<file path="src/rtl/vga_pkg.sv">
// Shared VGA timing definitions: standard modes, total helpers, polarity constants.
package vga_pkg;

    localparam bit POL_NEG = 1'b0;  // active-low sync pulse
    localparam bit POL_POS = 1'b1;  // active-high sync pulse

    typedef struct packed {
        int unsigned act;
        int unsigned fp;
        int unsigned sync;
        int unsigned bp;
        bit          pol;
    } vga_axis_t;

    typedef struct packed {
        vga_axis_t h;
        vga_axis_t v;
    } vga_mode_t;

    function automatic int unsigned vga_total(int unsigned sync, int unsigned bp,
                                              int unsigned act, int unsigned fp);
        return sync + bp + act + fp;
    endfunction

    function automatic int unsigned axis_total(vga_axis_t a);
        return vga_total(a.sync, a.bp, a.act, a.fp);
    endfunction

    localparam vga_mode_t VGA_640X480_60 = '{
        h: '{act: 640, fp: 16, sync: 96, bp: 48, pol: POL_NEG},
        v: '{act: 480, fp: 10, sync: 2, bp: 33, pol: POL_NEG}
    };

    localparam vga_mode_t VGA_800X600_60 = '{
        h: '{act: 800, fp: 40, sync: 128, bp: 88, pol: POL_POS},
        v: '{act: 600, fp: 1, sync: 4, bp: 23, pol: POL_POS}
    };

    localparam vga_mode_t VGA_1024X768_60 = '{
        h: '{act: 1024, fp: 24, sync: 136, bp: 160, pol: POL_NEG},
        v: '{act: 768, fp: 3, sync: 6, bp: 29, pol: POL_NEG}
    };

endpackage

</file>
<file path="src/rtl/vga_sync_delay.sv">
// Clock-enable qualified shift register; resets every stage to RST_VAL. DEPTH=0 is a wire.
module vga_sync_delay #(
    parameter int unsigned     DEPTH   = 1,
    parameter int unsigned     WIDTH   = 1,
    parameter logic [WIDTH-1:0] RST_VAL = '0
) (
    input  logic             clk,
    input  logic             rst,
    input  logic             ce,
    input  logic [WIDTH-1:0] din,
    output logic [WIDTH-1:0] dout
);

    if (DEPTH == 0) begin : g_bypass
        logic unused_ctrl;
        assign unused_ctrl = ^{clk, rst, ce};
        assign dout = din;
    end else begin : g_pipe
        logic [WIDTH-1:0] stage_q [DEPTH];
        logic [WIDTH-1:0] stage_d [DEPTH];

        // Shift one stage per enabled cycle, otherwise hold.
        always_comb begin
            for (int i = 0; i < DEPTH; i++) begin
                stage_d[i] = stage_q[i];
            end
            if (ce) begin
                stage_d[0] = din;
                for (int i = 1; i < DEPTH; i++) begin
                    stage_d[i] = stage_q[i-1];
                end
            end
        end

        // Stage registers, filled with the inactive value on reset.
        always_ff @(posedge clk) begin
            for (int i = 0; i < DEPTH; i++) begin
                if (rst) begin
                    stage_q[i] <= RST_VAL;
                end else begin
                    stage_q[i] <= stage_d[i];
                end
            end
        end

        assign dout = stage_q[DEPTH-1];
    end

endmodule

</file>
<file path="src/rtl/vga_timing_gen.sv">
// Parametrised raster timing generator with pixel repeat, linear VRAM address and sync delay.
module vga_timing_gen
    import vga_pkg::*;
#(
    parameter int unsigned H_ACT      = VGA_640X480_60.h.act,
    parameter int unsigned H_FP       = VGA_640X480_60.h.fp,
    parameter int unsigned H_SYNC     = VGA_640X480_60.h.sync,
    parameter int unsigned H_BP       = VGA_640X480_60.h.bp,
    parameter int unsigned V_ACT      = VGA_640X480_60.v.act,
    parameter int unsigned V_FP       = VGA_640X480_60.v.fp,
    parameter int unsigned V_SYNC     = VGA_640X480_60.v.sync,
    parameter int unsigned V_BP       = VGA_640X480_60.v.bp,
    parameter bit          H_POL      = VGA_640X480_60.h.pol,
    parameter bit          V_POL      = VGA_640X480_60.v.pol,
    parameter int unsigned SCALE_LOG2 = 0,
    parameter int unsigned PIPE_DLY   = 1,
    parameter int unsigned AW         = 19,
    parameter int unsigned CW         = 10,
    parameter int unsigned RW         = 9
) (
    input  logic          clk,
    input  logic          rst,
    input  logic          pix_ce,
    output logic [CW-1:0] col,
    output logic [RW-1:0] row,
    output logic [AW-1:0] vram_addr,
    output logic          vram_re,
    output logic          active,
    output logic          hsync,
    output logic          vsync,
    output logic          line_start,
    output logic          frame_start
);

    localparam int unsigned H_TOT = vga_total(H_SYNC, H_BP, H_ACT, H_FP);
    localparam int unsigned V_TOT = vga_total(V_SYNC, V_BP, V_ACT, V_FP);
    localparam int unsigned HW    = $clog2(H_TOT + 1);
    localparam int unsigned VW    = $clog2(V_TOT + 1);

    localparam logic [HW-1:0] HSyncEnd = HW'(H_SYNC);
    localparam logic [HW-1:0] HActBeg  = HW'(H_SYNC + H_BP);
    localparam logic [HW-1:0] HActEnd  = HW'(H_SYNC + H_BP + H_ACT);
    localparam logic [HW-1:0] HActLast = HW'(H_SYNC + H_BP + H_ACT - 1);
    localparam logic [HW-1:0] HLast    = HW'(H_TOT - 1);
    localparam logic [VW-1:0] VSyncEnd = VW'(V_SYNC);
    localparam logic [VW-1:0] VActBeg  = VW'(V_SYNC + V_BP);
    localparam logic [VW-1:0] VActEnd  = VW'(V_SYNC + V_BP + V_ACT);
    localparam logic [VW-1:0] VLast    = VW'(V_TOT - 1);
    localparam logic [2:0]    RepMax   = 3'((1 << SCALE_LOG2) - 1);

    if (H_ACT == 0 || V_ACT == 0 || H_SYNC == 0 || V_SYNC == 0 || AW == 0 || CW == 0 ||
        RW == 0) begin : g_bad_width
        $error("vga_timing_gen: active, sync and port widths must be non-zero");
    end
    if (SCALE_LOG2 > 3 || PIPE_DLY > 7) begin : g_bad_range
        $error("vga_timing_gen: SCALE_LOG2 must be 0..3 and PIPE_DLY 0..7");
    end
    if ((H_ACT % (1 << SCALE_LOG2)) != 0 || (V_ACT % (1 << SCALE_LOG2)) != 0) begin : g_bad_scale
        $error("vga_timing_gen: active size must be a multiple of the repeat factor");
    end
    if (64'(H_ACT >> SCALE_LOG2) > (64'd1 << CW) ||
        64'(V_ACT >> SCALE_LOG2) > (64'd1 << RW)) begin : g_bad_colrow
        $error("vga_timing_gen: scaled active size does not fit CW/RW");
    end
    if (64'(H_ACT >> SCALE_LOG2) * 64'(V_ACT >> SCALE_LOG2) > (64'd1 << AW)) begin : g_bad_aw
        $error("vga_timing_gen: scaled frame does not fit AW");
    end

    logic [HW-1:0] h_q, h_d;
    logic [VW-1:0] v_q, v_d;
    logic [2:0]    hrep_q, hrep_d, vrep_q, vrep_d;
    logic [CW-1:0] col_cnt_q, col_cnt_d, col_q, col_d;
    logic [RW-1:0] row_cnt_q, row_cnt_d, row_q, row_d;
    logic [AW-1:0] addr_cnt_q, addr_cnt_d, line_base_q, line_base_d, addr_q, addr_d;
    logic          vram_re_q, vram_re_d, hs_raw_q, hs_raw_d, vs_raw_q, vs_raw_d;
    logic          line_start_q, line_start_d, frame_start_q, frame_start_d;
    logic          act_now, frame_wrap;

    assign act_now    = (h_q >= HActBeg) && (h_q < HActEnd) && (v_q >= VActBeg) && (v_q < VActEnd);
    assign frame_wrap = (h_q == HLast) && (v_q == VLast);

    // Raster counters plus the source-pixel counters describing the pixel at (h, v).
    always_comb begin
        h_d         = h_q;
        v_d         = v_q;
        hrep_d      = hrep_q;
        vrep_d      = vrep_q;
        col_cnt_d   = col_cnt_q;
        row_cnt_d   = row_cnt_q;
        addr_cnt_d  = addr_cnt_q;
        line_base_d = line_base_q;
        if (pix_ce) begin
            if (h_q == HLast) begin
                h_d = '0;
                v_d = (v_q == VLast) ? '0 : v_q + 1'b1;
            end else begin
                h_d = h_q + 1'b1;
            end
            if (act_now) begin
                if (hrep_q == RepMax) begin
                    hrep_d     = '0;
                    col_cnt_d  = col_cnt_q + 1'b1;
                    addr_cnt_d = addr_cnt_q + 1'b1;
                end else begin
                    hrep_d = hrep_q + 1'b1;
                end
                if (h_q == HActLast) begin
                    col_cnt_d = '0;
                    hrep_d    = '0;
                    if (vrep_q != RepMax) begin
                        // Same source line again: rewind to its first address.
                        vrep_d     = vrep_q + 1'b1;
                        addr_cnt_d = line_base_q;
                    end else begin
                        vrep_d      = '0;
                        line_base_d = addr_cnt_q + 1'b1;
                        row_cnt_d   = row_cnt_q + 1'b1;
                    end
                end
            end
            if (frame_wrap) begin
                hrep_d      = '0;
                vrep_d      = '0;
                col_cnt_d   = '0;
                row_cnt_d   = '0;
                addr_cnt_d  = '0;
                line_base_d = '0;
            end
        end
    end

    // Raw output stage: decoded from the current counters, held while pix_ce is low.
    always_comb begin
        vram_re_d     = vram_re_q;
        col_d         = col_q;
        row_d         = row_q;
        addr_d        = addr_q;
        hs_raw_d      = hs_raw_q;
        vs_raw_d      = vs_raw_q;
        line_start_d  = 1'b0;
        frame_start_d = 1'b0;
        if (pix_ce) begin
            vram_re_d     = act_now;
            col_d         = act_now ? col_cnt_q : '0;
            row_d         = act_now ? row_cnt_q : '0;
            addr_d        = act_now ? addr_cnt_q : '0;
            hs_raw_d      = (h_q < HSyncEnd) ? H_POL : ~H_POL;
            vs_raw_d      = (v_q < VSyncEnd) ? V_POL : ~V_POL;
            line_start_d  = (h_q == '0);
            frame_start_d = (h_q == '0) && (v_q == '0);
        end
    end

    // State and raw-stage registers with synchronous reset to frame top.
    always_ff @(posedge clk) begin
        if (rst) begin
            h_q           <= '0;
            v_q           <= '0;
            hrep_q        <= '0;
            vrep_q        <= '0;
            col_cnt_q     <= '0;
            row_cnt_q     <= '0;
            addr_cnt_q    <= '0;
            line_base_q   <= '0;
            vram_re_q     <= 1'b0;
            col_q         <= '0;
            row_q         <= '0;
            addr_q        <= '0;
            hs_raw_q      <= ~H_POL;
            vs_raw_q      <= ~V_POL;
            line_start_q  <= 1'b0;
            frame_start_q <= 1'b0;
        end else begin
            h_q           <= h_d;
            v_q           <= v_d;
            hrep_q        <= hrep_d;
            vrep_q        <= vrep_d;
            col_cnt_q     <= col_cnt_d;
            row_cnt_q     <= row_cnt_d;
            addr_cnt_q    <= addr_cnt_d;
            line_base_q   <= line_base_d;
            vram_re_q     <= vram_re_d;
            col_q         <= col_d;
            row_q         <= row_d;
            addr_q        <= addr_d;
            hs_raw_q      <= hs_raw_d;
            vs_raw_q      <= vs_raw_d;
            line_start_q  <= line_start_d;
            frame_start_q <= frame_start_d;
        end
    end

    // Align display enable and syncs with VRAM read data.
    vga_sync_delay #(
        .DEPTH   (PIPE_DLY),
        .WIDTH   (3),
        .RST_VAL ({1'b0, ~H_POL, ~V_POL})
    ) u_sync_delay (
        .clk  (clk),
        .rst  (rst),
        .ce   (pix_ce),
        .din  ({vram_re_q, hs_raw_q, vs_raw_q}),
        .dout ({active, hsync, vsync})
    );

    assign col         = col_q;
    assign row         = row_q;
    assign vram_addr   = addr_q;
    assign vram_re     = vram_re_q;
    assign line_start  = line_start_q;
    assign frame_start = frame_start_q;

endmodule

</file>
<file path="config.mk">
export PLATFORM = sky130hd
export DESIGN_NAME = vga_timing_gen
export DESIGN_NICKNAME = d
export VERILOG_FILES = /design/src/rtl/vga_pkg.sv /design/src/rtl/vga_sync_delay.sv /design/src/rtl/vga_timing_gen.sv
export SDC_FILE = /design/constraint.sdc
export NUM_CORES = 1
export LEC_CHECK = 0
export ABC_CLOCK_PERIOD_IN_PS = 3000
export CAP_MARGIN = 0
export CORE_ASPECT_RATIO = 1.5
export CORE_MARGIN = 5
export CORE_UTILIZATION = 45
export DETAILED_ROUTE_END_ITERATION = 8
export DONT_BUFFER_PORTS = 1
export REMOVE_ABC_BUFFERS = 1
export SLEW_MARGIN = 30
export SYNTH_ARGS = -nofsm -noshare
export SYNTH_HDL_FRONTEND = slang
export SYNTH_HIERARCHICAL = 1
export SYNTH_SLANG_ARGS = --single-unit
</file>
<file path="constraint.sdc">
create_clock -name clk -period 3 [get_ports clk]
set_input_delay 0.45 -clock clk [delete_from_list [all_inputs] [get_ports clk]]
set_output_delay 0.45 -clock clk [all_outputs]
set_load 0.05 [all_outputs]
</file>
=== Word-level counts from Yosys, hierarchy flattened ===
Memory sizes are Yosys's and may differ from the RTL's.
Cells that the tools add are included.
W data, S select, Z words.

* Add/subtract/negate cells: 7
* $mul: 0
* Div/mod/pow operators: 0
* $lt $le $gt $ge: 6
* Equal/unequal tests: 4
* Shift-type cells: 0
* Multiplexer cells: 38
* Bitwise gates (word level): 1
* Reduce and logical (&&, ||, !) cells: 19

{| class="wikitable"
|+ Operator list
! operator !! count
|-
| $mux W19 || 10
|-
| $mux W10 || 7
|-
| $mux W9 || 5
|-
| $add A10 B1 Y10 const B || 3
|-
| $eq A10 B10 Y1 const B || 3
|-
| $mux W3 || 10
|-
| $logic_not A10 Y1 || 2
|-
| $lt A10 B10 Y1 const B || 2
|-
| $add A19 B1 Y19 const B || 1
|-
| $ge A10 B6 Y1 const B || 1
|-
| $ge A10 B8 Y1 const B || 1
|-
| $lt A10 B2 Y1 const B || 1
|-
| $lt A10 B7 Y1 const B || 1
|-
| $add A9 B1 Y9 const B || 1
|-
| $add A3 B1 Y3 const B || 2
|-
| $mux W1 || 6
|-
| $reduce_and A3 Y1 || 2
|-
| $reduce_bool A3 Y1 || 2
|-
| $logic_and A1 B1 Y1 || 5
|-
| $reduce_and A2 Y1 || 2
|-
| $reduce_and A4 Y1 || 1
|-
| $reduce_bool A2 Y1 || 2
|-
| $logic_not A3 Y1 || 1
|-
| $reduce_or A3 Y1 || 1
|-
| other kinds (3) || 3
|}

* Flip-flop bits (word level): 126
* Bits in latches: 0
* Bits in writable memories: 3
* Memory bits (read-only): 0
* Input bits: 3
* Memories: 1

{| class="wikitable"
|+ Memories
! memory !! depth !! width !! read ports !! clocked after Yosys merged registers in !! write ports !! line !! RTL
|-
| u_sync_delay.g_pipe.stage_q || 1 || 3 || 1 || 0 || 1 || vga_sync_delay.sv:19 || <nowiki>logic [WIDTH-1:0] stage_q [DEPTH];</nowiki>
|}

=== Logic depth before layout (Yosys ltp) ===
Gate-level depths: netlist of run 1.

* Depth after elaboration: 6
* Gate-level depth with buffers: 8

=== Modules after synthesis ===
Netlist of run 1, hierarchy kept.

{| class="wikitable"
|+ Modules (own cells, without submodules)
! module !! times used !! cells an instance !! area an instance (sq um) !! seq. area each (sq um)
|-
| vga_timing_gen || 1 || 785 || 6481.2 || 2522.4
|-
| vga_sync_delay || 1 || 9 || 103.8 || 60.1
|}

=== Worst setup path before layout of run 1 ===
OpenSTA, ideal clock, no wires.

* Path type: register to register
* From: reg h_q[4]
* To: reg row_cnt_q[5]
* Arrival time: 2.047 ns
* Data required time: 2.928 ns
* Path slack: 0.881 ns
* Stages on the path, launching flop included: 8
* Clock period less this slack: 2.119 ns
* Path through: dfxtp_1 buf_2 nor4_2 o221ai_1 or3_1 buf_4 a2111oi_2 mux2i_1

* Longest elaborated chain between the ends: 6
* Elaborated cells between the ends (all ways): 13
* Classes of those cells: 2 x order compare; 3 x eq/ne; 1 x mux; 7 x reduce/logical

{| class="wikitable"
|+ RTL lines
! element !! line !! RTL
|-
| start: declaration || vga_timing_gen.sv:69 || <nowiki>logic [HW-1:0] h_q, h_d;</nowiki>
|-
| start signal: assignment || vga_timing_gen.sv:157 || <nowiki>h_q <= '0;</nowiki>
|-
| start signal: assignment || vga_timing_gen.sv:174 || <nowiki>h_q <= h_d;</nowiki>
|-
| $ge A10 B8 Y1 or $lt A10 B10 Y1 (tied branches) || vga_timing_gen.sv:79 || <nowiki>assign act_now = (h_q >= HActBeg) && (h_q < HActEnd) && (v_q >= VActBeg) && (v_q < VActEnd);</nowiki>
|-
| $logic_and A1 B1 Y1 (3 in a row) || vga_timing_gen.sv:79 ||
|-
| $reduce_bool A2 Y1 (no line) || -- ||
|-
| $reduce_and A4 Y1 (no line) || -- ||
|-
| end signal: assignment || vga_timing_gen.sv:179 || <nowiki>row_cnt_q <= row_cnt_d;</nowiki>
|-
| end: declaration || vga_timing_gen.sv:73 || <nowiki>logic [RW-1:0] row_cnt_q, row_cnt_d, row_q, row_d;</nowiki>
|}

Parallel ways exist; a longest one is shown, timed or not.
A chain may end at the register's enable or synchronous reset.

=== Final worst setup path of run 1 ===
* From: reg v_q[1]
* To: reg line_base_q[16]

* Longest elaborated chain between the ends: 5
* Elaborated cells between the ends (all ways): 11
* Classes of those cells: 2 x order compare; 2 x eq/ne; 1 x mux; 6 x reduce/logical

{| class="wikitable"
|+ RTL lines
! element !! line !! RTL
|-
| start: declaration || vga_timing_gen.sv:70 || <nowiki>logic [VW-1:0] v_q, v_d;</nowiki>
|-
| start signal: assignment || vga_timing_gen.sv:175 || <nowiki>v_q <= v_d;</nowiki>
|-
| $ge A10 B6 Y1 || vga_timing_gen.sv:79 ||
|-
| $logic_and A1 B1 Y1 (2 in a row) || vga_timing_gen.sv:79 ||
|-
| $reduce_bool A2 Y1 (no line) || -- ||
|-
| $reduce_and A4 Y1 (no line) || -- ||
|-
| end signal: assignment || vga_timing_gen.sv:181 || <nowiki>line_base_q <= line_base_d;</nowiki>
|-
| end: declaration || vga_timing_gen.sv:74 || <nowiki>logic [AW-1:0] addr_cnt_q, addr_cnt_d, line_base_q, line_base_d, addr_q, addr_d;</nowiki>
|}

Parallel ways exist; a longest one is shown, timed or not.

==> out/results.tsv, run 1 <==
metric	value	unit
start_kind	flip-flop	
cp.arrival	2.87	ns
htreeDepth	4	
die_h	158	um
synth_area	0.00659	sq mm
pwr-share-seq	46.3	%
rsz0062_at_grt	false	
skew	0.00946	ns
grt_pass1_wl	26.8	mm
finalNetCount	785	
min_path_cells	1	
cts_setup_buffers	0	
core	0.0145	sq mm
switchingPower	868	uW
clock_power_share	52.1	%
end_kind	flip-flop	
fmax	0.387	GHz
clock-sinks	129	
num_vias	5563	
die_area	0.0172	sq mm
critPathKind	reg2reg	
hold_violations	0	
ys.flop_type	dfxtp_1	
cap_viol_max_count	0	
fin_util	50.6	%
clock_latency	0.42	ns
ys_ff_latch	129	
avgSynthCellArea	8.29	sq um
grt.total_usage	19.4	%
required	3.28	ns
hold_start	rst	
wire_per_inst	16.3	um
rows	54	
total_power	3.76	mW
hpwl	10.4	mm
cts_root_buf	clkbuf_16	
hold_buffers	0	
ir_drop	0.000276	V
dieWidth	109	um
syn_to_final_growth	11.1	%
seq_area_frac_synth	39.2	%
holdWs	0.0974	ns
grt_max_degree	82	
max-slew-margin-rel	49.9	%
period_minus_slack	2.59	ns
finalSetupViolations	0	
routed_wirelength	16.0	mm
viasPerCell	5.68	
place.gp.congestion	0.909	
startpoint	v_q[1]$_SDFFE_PP0P_	
pre_cts_ws	0.490	ns
ys_warn_count	6	
port_buffers	0	
cp_max_fo	19	
overflow	0	
ant_nets	0	
drc	0	
cts_max_path_buffers	2	
antenna_found_initial	0	
synth_cell_type_count	64	
sw_frac_of_total	23.1	%
first_pass_iters	5	
internal-power	2.89	mW
async_reset_ff_share	0	%
cts_buffers	17	
fin_crit_sh	86.2	%
fin_ws	0.414	ns
cts_tree	built	
slew_violations	0	
p_comb_share	1.6	%
powerDensity	514	mW/mm^2
n_antenna_cell	0	
drtIter0Drc	358	
path_clk_slew	0.06	ns
syn_inst	794	
tightest_slew	0.751	ns
start_util	45.5	%
grt_pass1_vias	5528	
io_pins	47	
synth_edf_count	0	
status	completed	
hp-class	in2reg	
cts_resized	0	
timing.rr.start	v_q[1]$_SDFFE_PP0P_	
rr_worst_depth	8	
drive_gt1_share	9.31	%
fin_setup_tns	0	ns
total_leakage_power	2.64	nW
sequential cells by signal (all words and copies together), names as in the netlist, 9 cells and up:
register     flops
col_cnt_q       10
col             10
line_base_q     19
addr_cnt_q      19
v_q             10
row              9
row_cnt_q        9
h_q             10
vram_addr       19
area by class of cell:
| cell class | count | area [sq um] |
|---|---|---|
| multi-input combinational | 576 | 3660 |
| clock buffer | 18 | 429 |
| clock inverter | 14 | 131 |
| timing repair buffer | 21 | 170 |
| fill | 1423 | 7140 |
| inverter | 26 | 97.6 |
| sequential | 129 | 2580 |
| tap | 196 | 245 |
cells by family (layout without fill, tap and decap cells):
| group | after synthesis | in the layout | synth area share, % |
|---|---|---|---|
| buffers and inverters | 89 | 79 | 5.49 |
| AOI/OAI and AO/OA | 157 | 157 | 16.4 |
| muxes | 35 | 35 | 5.34 |
| and+or+nand+nor | 337 | 337 | 26.7 |
| xor gates and xnor gates | 36 | 36 | 4.79 |
| adders and majority gates | 11 | 11 | 2.09 |
| DFF | 129 | 129 | 39.2 |
path summary, 6_finish.rpt:
path / endpoint / slack, ns
max: line_base_q[16]$_SDFFE_PP0P_ / 0.41
min: u_sync_delay/g_pipe.stage_q[0][2]$_SDFFE_PP0P_ / 0.1
max reg2reg: line_base_q[16]$_SDFFE_PP0P_ / 0.41
min reg2reg: line_base_q[17]$_SDFFE_PP0P_ / 0.46
synth_stat cells (all sizes together), types with 4 or more instances:
library cell / instances / area (sq um)
a2111oi: 5 / 75.1
a211o: 4 / 35.0
a21oi: 61 / 305
a22oi: 8 / 60.1
and2: 4 / 25.0
and3: 9 / 56.3
and4: 6 / 52.6
buf: 15 / 83.8
clkbuf: 48 / 180
dfxtp: 129 / 2580
ha: 11 / 138
inv: 26 / 97.6
mux2i: 34 / 340
nand2: 76 / 293
nand2b: 10 / 62.6
nand3: 32 / 160
nand4: 14 / 87.6
nor2: 70 / 263
nor2b: 43 / 269
nor3: 24 / 130
nor4: 18 / 134
o21a: 5 / 37.5
o21ai: 18 / 90.1
o22ai: 10 / 62.6
o2bb2ai: 8 / 70.1
o32ai: 14 / 123
or2: 4 / 25.0
or3: 14 / 92.6
or4: 5 / 37.5
xnor2: 26 / 228
xor2: 10 / 87.6
power groups by stage:
stage          Combinational [mW]  Sequential (mW)  Clock, mW
2_1_floorplan              0.0391             1.78          0
3_3_place_gp               0.0565             1.78          0
3_5_place_dp               0.0583             1.78          0
4_1_cts                    0.0586             1.74       2.01
5_1_grt                    0.0651             1.74       2.08
6_report                   0.0587             1.74       1.96
worst max-delay path: stages, from the launching register on:
cell     delay [ns]
dfxtp_1        0.34
inv_1          0.09
ha_1           0.16
nand4_1        0.27
nor4_4         0.52
nand2_4        0.24
a211o_1        0.40
buf_4          0.27
mux2i_1        0.16
metal layers:
layer	vias up	share of wire [%]	GRT usage [%]
met2	115	51	34.6
met5	-	0	0
li1	2764	-	-
met1	2650	43	22.5
met4	0	1.9	7.58
met3	34	4.1	4.20
layout by cell type (no fill, tap or decap), types with 5 or more instances in the layout:
cell type,Yosys,routed
dfxtp_1,129,129
nand2_1,75,75
nor2_1,70,70
a21oi_1,61,60
nor2b_1,43,43
mux2i_1,34,34
nand3_1,32,32
inv_1,26,26
xnor2_1,26,26
nor3_1,22,21
buf_4,1,20
clkbuf_16,0,17
o21ai_0,15,15
nor4_1,16,15
nand4_1,14,14
o32ai_1,14,14
or3_1,13,13
ha_1,11,11
nand2b_1,10,10
o22ai_1,10,10
xor2_1,10,10
and3_1,9,9
o2bb2ai_1,8,8
a22oi_1,8,8
and4_1,6,6
or4_1,5,5
o21a_1,5,5
a2111oi_2,5,5
clkinv_4,0,5
stage by stage:
step                instances  cell area [sq um]
floorplan                 731               6320
global placement          948               6750
detailed placement        948               6750
CTS                       980               7310
global route              980               7320
finish                    980               7320
Note: power is estimated with default switching activity, not from simulation.
==> inputs of run 2 (changes only) <==
--- a/config.mk
+++ b/config.mk
@@ -5,6 +5,7 @@
 export SDC_FILE = /design/constraint.sdc
 export NUM_CORES = 1
 export LEC_CHECK = 0
+export ABC_AREA = 1
 export ABC_CLOCK_PERIOD_IN_PS = 3000
 export CAP_MARGIN = 0
 export CORE_ASPECT_RATIO = 1.5
==> run 2 against run 1 <==
  * Setup slack better by 0.036 ns
  * Routed wire length is 11% higher
  * Combinational power decreased by 32%
  * Sequential power about the same
  * Global-route usage up 0.90 points
  * Via count rose by 13%
  * Core utilization hardly changed
  * Critical path depth unchanged
  * Design area grew 3.7%
  * Synthesized area rose by 4.1%
  * Critical endpoint is now line_base_q[3]$_SDFFE_PP0P_
  * Largest power group unchanged
  * Highest routed layer unchanged
==> out/results.tsv, run 2 <==
metric	value	unit	change
status	completed		
r2r-end	line_base_q[3]$_SDFFE_PP0P_		
fmax	0.392	GHz	+1.4%
synth_cell_type_count	40		-38%
required	3.30	ns	+0.02 ns
cts_max_path_buffers	2		unchanged
path_cells	ha_1 > nand2_2 > nor2_4 > nand3_2 > o21ai_2 > nand2_2 > nand2_1 > a21oi_1		
n_antenna_cell	0		unchanged
startpoint	h_q[0]$_SDFFE_PP0P_		
grt_pass1_vias	6136		+11%
period_minus_slack	2.55	ns	-0.0365 ns
powerDensity	531	mW/mm^2	+3.3%
finalNetCount	1030		+31%
cts_root_buf	clkbuf_16		
total_power	4.03	mW	+7.1%
syn_inst	1031		+30%
cts_buffers	17		unchanged
hpwl	12.0	mm	+15%
die_h	161	um	+1.9%
ant_nets	0		unchanged
layout_commonest_cell	nand2_1		
skew	0.0106	ns	+0.00111 ns
cts_setup_buffers	0		unchanged
wire_per_inst	14.5	um	-11%
io_pins	47		unchanged
first_pass_iters	5		unchanged
rsz0062_at_grt	false		
register_area	0.00258	sq mm	unchanged
path_buf_inv	0		-2
cts_tree	built		
rows	55		+1.9%
fin_crit_sh	85.0	%	-1.2 points
max-slew-margin-rel	48.9	%	-0.94 points
synthTopCellsByArea	dfxtp_1, nand2_1, a21oi_1, nor2_1, nand3_1		
fin_util	50.6	%	about the same
min_path_cells	1		unchanged
synth_area	0.00686	sq mm	+4.1%
hold_buffers	0		unchanged
fin_setup_tns	0	ns	unchanged
path_delay_family	simple AND/OR/NAND/NOR gates		
max_stage_delay	0.57	ns	+0.05 ns
grt.total_usage	20.3	%	+0.90 points
dieWidth	111	um	+1.8%
hold_end	vram_addr[16]$_SDFFE_PP0P_		
drc	0		unchanged
crit_top_cell	nand2_2		
start_util	45.7	%	+0.15 points
cts_resized	0		unchanged
viasPerCell	5.13		-9.6%
timing.rr.start	h_q[0]$_SDFFE_PP0P_		
ys_ff_latch	129		unchanged
num_vias	6302		+13%
synth_top_area_share	37.7	%	-1.5 points
cap_viol_max_count	0		unchanged
path_clk_slew	0.06	ns	about the same
ir_drop	0.000301	V	+9.3%
grt_pass1_wl	30.4	mm	+13%
avgSynthCellArea	6.65	sq um	-20%
synth_common_cells	nand2_1, nor2_1, dfxtp_1		
instances_no_fill	1228		+25%
fillers	1598		+12%
cp_max_fo	28		+9
hold_start	rst		
synth_edf_count	0		unchanged
multi_input_area	0.00372	sq mm	+1.7%
synth_most_common_cell	nand2_1		
ys_warn_count	6		unchanged
place.gp.congestion	0.881		-3.0%
syn_to_final_growth	10.6	%	
finalSetupViolations	0		unchanged
synth_top_cell_by_area	dfxtp_1		
r2r_slack	0.45	ns	+0.04 ns
hp-class	in2reg		
async_reset_ff_share	0	%	unchanged
end_kind	flip-flop		
clock-sinks	129		unchanged
total_leakage_power	2.88	nW	+9.3%
crit_slowest_cell	o21ai_2		
dpl.cell_count	1196		+26%
routed_wirelength	17.8	mm	+11%
critPathKind	reg2reg		
hold_violations	0		unchanged
grt_max_degree	105		+28%
cp.arrival	2.85	ns	-0.02 ns
ys.flop_type	dfxtp_1		
overflow	0		unchanged
seq_area_frac_synth	37.7	%	-1.5 points
htreeDepth	4		unchanged
port_buffers	0		unchanged
mostFrequentLayoutCells	nand2_1, nor2_1, dfxtp_1		
drive_gt1_share	9.23	%	-0.079 points
start_kind	flip-flop		
tightest_slew	0.765	ns	+0.0140 ns
drtIter0Drc	381		+6.4%
slew_violations	0		unchanged
die_area	0.0179	sq mm	+3.8%
antenna_found_initial	0		unchanged
core	0.0150	sq mm	+3.8%
rr_worst_depth	8		unchanged
clock_latency	0.42	ns	about the same
-- run 2: changes by cell type in the layout (fill, tap and decap cells not counted), sizes merged, moves of 25 or more --
cell	before	now
inv	30	80
nor2	70	139
o21ai	18	43
nor2b	43	0
nand3	32	85
mux2i	34	0
a21oi	61	110
nand2	76	314
-- run 2: kinds of logic (layout without fill, tap and decap cells) --
family / Yosys count / count (layout) / synth area share [%]
and+or+nand+nor: 579 / 579 / 36.3
AOI/OAI and AO/OA: 164 / 164 / 13.0
adders and majority gates: 11 / 11 / 2.01
xor gates and xnor gates: 23 / 23 / 2.94
buffers and inverters: 125 / 123 / 8.05
DFF: 129 / 129 / 37.7
-- run 2: worst reg2reg max path: stages (launching register included) --
cell and delay, ns:
dfxtp_1 0.37, ha_1 0.23, nand2_2 0.10, nor2_4 0.14, nand3_2 0.21, o21ai_2 0.57
nand2_2 0.53, nand2_1 0.20, a21oi_1 0.09
-- run 2: cell type report --
class / count / share of cell area, %
inverter: 80 / 3.96
tap: 199 / 3.28
multi-input combinational: 777 / 49.1
sequential: 129 / 34.0
clock buffer: 20 / 6.02
clock inverter: 12 / 2.38
timing repair buffer: 11 / 1.25
-- run 2: worst max-delay path by stage --
stage | to | slack, ns | cells past startpoint
after floorplan | col_cnt_q[3]$_SDFFE_PP0P_ | 0.50 | 9
after global placement | addr_cnt_q[9]$_SDFFE_PP0P_ | 0.51 | 12
after detailed placement | row_cnt_q[0]$_SDFFE_PP0P_ | 0.48 | 8
after CTS | line_base_q[3]$_SDFFE_PP0P_ | 0.44 | 8
after global routing | line_base_q[3]$_SDFFE_PP0P_ | 0.12 | 8
final | line_base_q[3]$_SDFFE_PP0P_ | 0.45 | 8
-- run 2: through the flow --
step / cell area (sq um) / hold WS, ns / setup WS (ns)
after global placement: 6950 / 0.441 / 0.513
after global routing: 7580 / 0.0721 / 0.121
after detailed placement: 6950 / 0.446 / 0.478
after CTS: 7580 / 0.0929 / 0.444
after floorplan: 6600 / 0.432 / 0.496
final: 7580 / 0.109 / 0.451
-- run 2: metal layers --
metal | track usage [%] | vias to the layer above | wire [um]
li1 | - | 3284 | -
met1 | 23.9 | 2888 | 7680
met2 | 36.5 | 98 | 9120
met3 | 3.94 | 32 | 613
met4 | 7.45 | 0 | 386
met5 | 0 | - | 0
-- run 2: where the power goes --
part | switching (mW) | leakage (nW) | internal, mW | total, mW
Combinational | 0.0286 | 1.54 | 0.0115 | 0.0402
Clock | 0.806 | 0.307 | 1.44 | 2.25
Sequential | 0.0205 | 1.04 | 1.72 | 1.74
